[config.mk]
export PLATFORM = sky130hd
export DESIGN_NAME = ntt_stage_sequencer
export DESIGN_NICKNAME = d
export VERILOG_FILES = /design/src/rtl/ntt_pkg.sv /design/src/rtl/ntt_bfly_addr_gen.sv /design/src/rtl/ntt_stage_sequencer.sv
export SDC_FILE = /design/constraint.sdc
export NUM_CORES = 1
export LEC_CHECK = 0
export CAP_MARGIN = 30
export CELL_PAD_IN_SITES_DETAIL_PLACEMENT = 0
export CELL_PAD_IN_SITES_GLOBAL_PLACEMENT = 1
export CORE_AREA = 2 2 357 359
export CTS_BUF_LIST = sky130_fd_sc_hd__clkbuf_2
export DETAILED_ROUTE_END_ITERATION = 7
export DIE_AREA = 0 0 359 361
export GPL_ROUTABILITY_DRIVEN = 0
export PLACE_DENSITY = 0.42
export SYNTH_ARGS = -nofsm -noshare
export SYNTH_HDL_FRONTEND = slang
export SYNTH_HIERARCHICAL = 1
export SYNTH_SLANG_ARGS = --single-unit
[constraint.sdc]
create_clock -name clk -period 7.9 [get_ports clk]
set_input_delay 0.79 -clock clk [delete_from_list [all_inputs] [get_ports clk]]
set_output_delay 0.79 -clock clk [all_outputs]
set_load 0.05 [all_outputs]
[src/rtl/ntt_pkg.sv]
// Shared constants and FSM encoding for the NTT stage sequencer and its helpers.
package ntt_pkg;

  localparam logic [2:0] OP_ADD  = 3'b000;
  localparam logic [2:0] OP_MULT = 3'b001;
  localparam logic [2:0] OP_SUB  = 3'b010;
  localparam logic [2:0] OP_BFLY = 3'b011;
  localparam logic [2:0] OP_ROM  = 3'b100;

  localparam int unsigned DRAIN_CYCLES = 2;

  typedef enum logic [1:0] {
    ST_IDLE,
    ST_RUN,
    ST_DRAIN,
    ST_DONE
  } state_t;

endpackage

[src/rtl/ntt_bfly_addr_gen.sv]
// Combinational map from (stage, k) to the butterfly leg addresses and twiddle index
// for an in-place radix-2 Cooley-Tukey walk.
module ntt_bfly_addr_gen #(
  parameter  int unsigned N    = 8,
  localparam int unsigned LOGN = $clog2(N),
  localparam int unsigned SW   = $clog2(LOGN)
) (
  input  logic [SW-1:0]   stage,
  input  logic [LOGN-2:0] k,
  output logic [LOGN-1:0] i0,
  output logic [LOGN-1:0] i1,
  output logic [LOGN-2:0] tw_addr
);

  logic [LOGN-1:0] k_ext;
  logic [LOGN-1:0] m;
  logic [LOGN-1:0] j;
  logic [LOGN-1:0] base;

  always_comb begin
    k_ext   = LOGN'(k);
    m       = LOGN'(1) << stage;
    j       = k_ext & (m - LOGN'(1));
    // Each group of m butterflies spans 2m entries, so the group index is scaled by 2m.
    base    = (k_ext >> stage) << (stage + 1);
    i0      = base + j;
    i1      = i0 + m;
    tw_addr = (LOGN-1)'(j << (LOGN - 1 - stage));
  end

endmodule

[src/rtl/ntt_stage_sequencer.sv]
// Drives a registered arithmetic unit through all log2(N) stages of an in-place NTT,
// issuing one butterfly per cycle with a fixed 2-cycle read-to-write pipeline.
module ntt_stage_sequencer #(
  parameter  int unsigned N    = 8,
  localparam int unsigned LOGN = $clog2(N)
) (
  input  logic            clk,
  input  logic            rst,
  input  logic            start,
  input  logic [63:0]     cfg_q,
  input  logic [63:0]     cfg_mu,
  output logic            busy,
  output logic            done,
  output logic            rd_en,
  output logic [LOGN-1:0] rd_addr_a,
  output logic [LOGN-1:0] rd_addr_b,
  input  logic [63:0]     rd_data_a,
  input  logic [63:0]     rd_data_b,
  output logic [LOGN-2:0] tw_addr,
  input  logic [63:0]     tw_data,
  output logic            wr_en,
  output logic [LOGN-1:0] wr_addr_a,
  output logic [LOGN-1:0] wr_addr_b,
  output logic [63:0]     wr_data_a,
  output logic [63:0]     wr_data_b,
  output logic [2:0]      au_opcode,
  output logic [63:0]     au_op_a,
  output logic [63:0]     au_op_b,
  output logic [63:0]     au_op_w,
  output logic [63:0]     au_op_q,
  output logic [63:0]     au_op_mu,
  input  logic [63:0]     au_res_1,
  input  logic [63:0]     au_res_2
);
  import ntt_pkg::*;

  localparam int unsigned SW = $clog2(LOGN);
  localparam int unsigned DW = $clog2(DRAIN_CYCLES);

  localparam logic [LOGN-2:0] K_LAST     = '1;
  localparam logic [LOGN-2:0] K_ONE      = (LOGN-1)'(1);
  localparam logic [SW-1:0]   STAGE_LAST = SW'(LOGN - 1);
  localparam logic [SW-1:0]   STAGE_ONE  = SW'(1);
  localparam logic [DW-1:0]   DCNT_LAST  = DW'(DRAIN_CYCLES - 1);
  localparam logic [DW-1:0]   DCNT_ONE   = DW'(1);

  state_t          state, state_n;
  logic [SW-1:0]   stage, stage_n;
  logic [LOGN-2:0] k, k_n;
  logic [DW-1:0]   dcnt, dcnt_n;
  logic            issue;
  logic            accept;

  logic [LOGN-1:0] gen_i0;
  logic [LOGN-1:0] gen_i1;
  logic [LOGN-2:0] gen_tw;

  logic            op_valid;
  logic [LOGN-1:0] op_addr_a;
  logic [LOGN-1:0] op_addr_b;

  ntt_bfly_addr_gen #(.N(N)) u_addr_gen (
    .stage   (stage),
    .k       (k),
    .i0      (gen_i0),
    .i1      (gen_i1),
    .tw_addr (gen_tw)
  );

  always_ff @(posedge clk or posedge rst) begin
    if (rst) begin
      state <= ST_IDLE;
      stage <= '0;
      k     <= '0;
      dcnt  <= '0;
    end else begin
      state <= state_n;
      stage <= stage_n;
      k     <= k_n;
      dcnt  <= dcnt_n;
    end
  end

  always_comb begin
    state_n = state;
    stage_n = stage;
    k_n     = k;
    dcnt_n  = dcnt;
    issue   = 1'b0;
    accept  = 1'b0;
    case (state)
      ST_IDLE: begin
        if (start) begin
          accept  = 1'b1;
          state_n = ST_RUN;
          stage_n = '0;
          k_n     = '0;
        end
      end
      ST_RUN: begin
        issue = 1'b1;
        if (k == K_LAST) begin
          state_n = ST_DRAIN;
          dcnt_n  = '0;
        end else begin
          k_n = k + K_ONE;
        end
      end
      ST_DRAIN: begin
        // The fence lets the stage's last writes retire before the next stage reads them.
        if (dcnt == DCNT_LAST) begin
          if (stage == STAGE_LAST) begin
            state_n = ST_DONE;
          end else begin
            state_n = ST_RUN;
            stage_n = stage + STAGE_ONE;
            k_n     = '0;
          end
        end else begin
          dcnt_n = dcnt + DCNT_ONE;
        end
      end
      ST_DONE: state_n = ST_IDLE;
      default: state_n = ST_IDLE;
    endcase
  end

  // Read issue (P1), operand stage (P2) and write-back (P3) are all registered.
  always_ff @(posedge clk or posedge rst) begin
    if (rst) begin
      rd_en     <= 1'b0;
      rd_addr_a <= '0;
      rd_addr_b <= '0;
      tw_addr   <= '0;
      op_valid  <= 1'b0;
      op_addr_a <= '0;
      op_addr_b <= '0;
      wr_en     <= 1'b0;
      wr_addr_a <= '0;
      wr_addr_b <= '0;
      busy      <= 1'b0;
      done      <= 1'b0;
      au_op_q   <= '0;
      au_op_mu  <= '0;
    end else begin
      rd_en     <= issue;
      rd_addr_a <= gen_i0;
      rd_addr_b <= gen_i1;
      tw_addr   <= gen_tw;
      op_valid  <= rd_en;
      op_addr_a <= rd_addr_a;
      op_addr_b <= rd_addr_b;
      wr_en     <= op_valid;
      wr_addr_a <= op_addr_a;
      wr_addr_b <= op_addr_b;
      busy      <= (state != ST_IDLE);
      done      <= (state == ST_DONE);
      if (accept) begin
        au_op_q  <= cfg_q;
        au_op_mu <= cfg_mu;
      end
    end
  end

  assign au_opcode = op_valid ? OP_BFLY : OP_ADD;
  assign au_op_a   = rd_data_a;
  assign au_op_b   = rd_data_b;
  assign au_op_w   = tw_data;
  assign wr_data_a = au_res_1;
  assign wr_data_b = au_res_2;

endmodule
* Word-level counts from Yosys, hierarchy flattened *
Index checks and enable logic that the tools add are counted.
Widths: inputs -> output; s select.

word-level totals
  register bits after elaboration = 160
  word-level logic and storage cells = 70
  output and inout port bits = 469

cells by class
  shifts and indexed selects = 4
  mux-type cells = 20
  reductions and logical operators = 9
  equality and inequality tests = 10
  $add $sub $neg = 8
  bitwise operators = 1

operators by type and width
  kind                 number
  $shl 3x32->2         1
  $shl 3x32->3         1
  $mux 2               11
  $ne 2x2->1 const B   5
  $eq 2x2->1 const B   4
  $pmux 2 s4           1
  $add 3x3->3          2
  $pmux 2 s3           1
  $reduce_bool 2->1    3
  $mux 1               5
  $reduce_and 5->1     1
  $add 2x1->2 const B  2
  $pmux 2 s2           1
  $reduce_and 4->1     1
  $add 2x1->3 const B  1
  $and 2x3->3          1
  $reduce_and 3->1     1
  $reduce_bool 3->1    1
  $shl 1x2->3 const A  1
  $shr 2x2->3          1
  $sub 2x2->3 const A  1
  $sub 3x1->3 const B  1
  $eq 2x1->1 const B   1
  $logic_not 2->1      1
  3 further kinds      3

* Longest topological paths before layout *
  depth in word-level cells = 5
  mapped depth = 11
  gate-level depth less buffers = 11

* Hierarchy *
The synthesis kept the hierarchy.

by module, submodules not included
  module               times used  area an instance (um^2)  cells an instance  sequential area each (um^2)
  ntt_stage_sequencer  1           8655.8                   666                4003.8
  ntt_bfly_addr_gen    1           262.8                    33                 0.0

* Worst setup path after synthesis *
Ideal clock, no wire load.

  path type = reg2reg
  start point = register stage[0]
  end point = register rd_addr_b[2]
  setup time = 0.080 ns
  buffers on the path = 0
  period minus slack after synthesis = 2.814 ns
  slack = 5.086 ns
  cell stages (with the launch flop) = 12
  data arrival time = 2.734 ns
  required time = 7.820 ns
  cell sequence = dfrtp_1 -> inv_1 -> ha_1 -> nor3_1 -> and3_2 -> ha_1 -> inv_1 -> fa_1 -> fa_1 -> xnor2_1 -> xnor2_1 -> xnor2_1

on the way
  longest elaborated chain between the ends = 5

RTL lines
  item                    line                        source
  from (decl)             ntt_stage_sequencer.sv:48   logic [SW-1:0] stage, stage_n;
  from (signal assigned)  ntt_stage_sequencer.sv:78   stage <= stage_n;
  $shl 1x2->3             ntt_bfly_addr_gen.sv:22     m = LOGN'(1) << stage;
  $sub 3x1->3             ntt_bfly_addr_gen.sv:23     j = k_ext & (m - LOGN'(1));
  $and 2x3->3             ntt_bfly_addr_gen.sv:23
  $add 3x3->3             ntt_bfly_addr_gen.sv:26     i0 = base + j;
  $add 3x3->3 (*)         ntt_bfly_addr_gen.sv:27     i1 = i0 + m;
  via gen_i1[2]           ntt_stage_sequencer.sv:55   logic [LOGN-1:0] gen_i1;
  to (signal assigned)    ntt_stage_sequencer.sv:148  rd_addr_b <= gen_i1;
  to (decl)               ntt_stage_sequencer.sv:16   output logic [LOGN-1:0] rd_addr_b,

The timed path passes the listed nets; every way through them passes the cells marked *.
A chain may end at the register's enable or synchronous reset.

* Worst setup path in the final report *
  start point = register tw_addr[0]
  end point = output tw_addr[0]

RTL lines
  item                    line                        source
  from (decl)             ntt_stage_sequencer.sv:19   output logic [LOGN-2:0] tw_addr,
  from (signal assigned)  ntt_stage_sequencer.sv:149  tw_addr <= gen_tw;

No word-level cell between the ends.

==> impl_metrics.tcl <==
set metrics [dict create \
    wl_met2_mm 23.1 \
    route.detailed.drc 0 \
    grt_start_max_net_pins 125 \
    wl_per_cell_microns 17.9 \
    pin_count 920 \
    synth-compound-area-share 0.0102 \
    pre_cts_ws_ns 4.84 \
    synthXorXnorAreaFrac 0.00589 \
    postCtsHoldBufs 1 \
    fin_ws_ns 4.78 \
    vias 4726 \
    synthMuxAreaShare 0.206 \
    core_sq_um 125000 \
    die_area_sq_um 130000 \
    postLayoutCoreUtil 0.0916 \
    cp_cell_sequence "clkdlybuf4s50_1" \
    wl_mm 41.5 \
    synthSimpleGateAreaFrac 0.0161 \
    run_status "finished, final reports clean" \
    via_per_inst 2.03 \
    slowest_stage "clkdlybuf4s50_1" \
    max_cap_violations 0 \
    finalSetupTns_ns 0 \
    ctsResizeCount 0 \
    required_ns 7.11 \
    layout_commonest_cell "clkdlybuf4s50_1" \
    grt.overflow.total 0 \
    root_buffer "clkbuf_2" \
    crit_start "tw_addr[0]$_DFF_PP0_" \
    tightest_slew_ns 1.50 \
    synth.avg_cell_area_sq_um 12.8 \
    path_buf_inv 1 \
    hp-start "op_addr_b[0]$_DFF_PP0_" \
    crit_type "flip-flop to output port" \
    insertion_delay_ns 0.89 \
    stdcell_area_sq_um 11500 \
    syn_area_sq_um 8920 \
    grt_setup_unrepaired "false" \
    ant_nets 0 \
    cp.depth 1 \
    synth-edff-count 0 \
    htree_levels 4 \
    whs_path_depth 0 \
    critPathMaxStageDelay_ns 0.88 \
    fp.dieH_microns 361 \
    fin_total_pwr_mw 5.20 \
    synth_top_area_share 0.449 \
    syn_to_final_growth_pct 28.8 \
    dp_hpwl_mm 35.0 \
    end_kind "output port" \
    p_leak_nw 4.21 \
    yosys.area.top_type "dfrtp_1" \
    r2r_start "stage[0]$_DFFE_PP0P_" \
    synthesis.nets 1160 \
    drtIter0Drc 218 \
    place_area_sq_um 11200 \
    wirelength_met1_mm 9.31 \
    finalHoldViolations 0 \
    synth_ff_type "dfrtp_1" \
    synth_fa_ha_area_frac 0.0157 \
    antenna_found_initial 2 \
    min_period_over_period 0.395 \
    p_per_area_nw_per_um2 453 \
    ys_ff_latch 160 \
    cts_made_buffers 17 \
    layout_common_cells "278 x clkdlybuf4s50_1, 160 x dfrtp_1, 100 x mux2_4" \
    numClockSinks 160 \
    grt_pass1_wl_mm 53.8 \
    synth-seq-area-share 0.449 \
    synth_top_family_by_area "buffers and inverters" \
    syn_inst 699 \
    cp.arrival_ns 2.33 \
    drive_above_1_share 0.221 \
    path_clk_slew_ns 0.26 \
    period_needed_ns 3.12 \
    final_cells 2326 \
    hold_slack_ns 0.385 \
    critPathMaxFanout 1 \
    hp-class "flip-flop to flip-flop" \
    wl_met3_mm 7.78 \
    start_kind "flip-flop" \
    grt_pass1_vias 5259 \
    firstDrtPassIters 4 \
    ir_drop_uv 110 \
    synthArstFlopShare 1.00 \
    cpLargestDelayFamily "buffers and inverters" \
    start_util 0.0711 \
    finalMaxSlewViolations 0 \
    n_fill_cell 14400 \
    r2r_cells 11 \
    grt_usage 0.0625 \
    portBuffers 278 \
    fin_nets 1122 \
    maxSlewHeadroom 0.00328 \
    cts_buffer_depth 2 \
    place_inst 2291 \
    max_freq_mhz 320 \
    fp-row-count 130 \
    tritoncts "done" \
    ys_warn_count 6 \
    synth.area.top_cells "dfrtp_1 45%, buf_4 27%, mux2_4 17%, mux2_1 2.5%, buf_6 1.9%" \
    dieWidth_microns 359 \
    highest_layer "met5" \
    ff_latch_area_sq_um 4000 \
    skew_ns 0.0528 \
    post_synth_num_cell_types 33 \
    multi_input_area_sq_um 2270 \
    post_cts_buffers 0 \
    setup_violations 0 \
]
-- final cells by class --
type,instances,share of cell area
well taps,1650,0.180
clock buffers,18,0.00784
repair buffers,282,0.246
multi-input cells,188,0.198
inverters,12,0.00457
clock inverters,14,0.0155
diodes,2,0.000436
flip-flops and latches,160,0.348
-- cells in the mapped netlist, drive strengths merged, types with 2 or more instances --
library cell and count:
o21ai 4, buf 338, nor3 2, nand2b 2, nor2 6, a21oi 5
ha 8, inv 12, nor2b 3, dfrtp 160, o22ai 3, xnor2 5
and3 2, nand3 3, fa 2, mux2 129, nand2 6
-- power breakdown --
group / total (mW) / internal, mW / switching, mW
Clock: 0.528 / 0.185 / 0.343
Sequential: 1.47 / 1.22 / 0.255
Combinational: 3.20 / 1.29 / 1.91
-- cell families after synthesis --
group | count (synthesis)
buffers and inverters | 351
flip-flops | 160
multiplexers | 130
AND/OR/NAND/NOR | 26
AO/OA/AOI/OAI | 15
adder cells (fa/ha/maj) | 10
XOR/XNOR | 6
other | 1
-- routing by layer --
layer / up-vias / global-route usage
met4: 4 / 0.0244
met3: 110 / 0.0561
met2: 570 / 0.121
met5: - / 0.00444
met1: 2173 / 0.0388
li1: 1869 / -
-- flip-flops by register name (all words and copies together), names as in the netlist, 3 cells and up --
| signal | flops |
|---|---|
| au_op_mu | 64 |
| au_op_q | 64 |
| op_addr_a | 3 |
| op_addr_b | 3 |
| rd_addr_a | 3 |
| rd_addr_b | 3 |
| wr_addr_a | 3 |
| wr_addr_b | 3 |
-- final timing paths --
check	slack, ns	endpoint
max in group asynchronous	5.72	au_op_mu[53]$_DFFE_PP0P_
setup reg to reg	4.84	rd_addr_b[2]$_DFF_PP0_
setup / recovery	4.78	tw_addr[0]
min in group asynchronous	0.85	au_op_mu[48]$_DFFE_PP0P_
hold reg to reg	0.38	wr_addr_b[0]$_DFF_PP0_
hold / removal	0.38	wr_addr_b[0]$_DFF_PP0_
(Power assumes the default switching activity.)
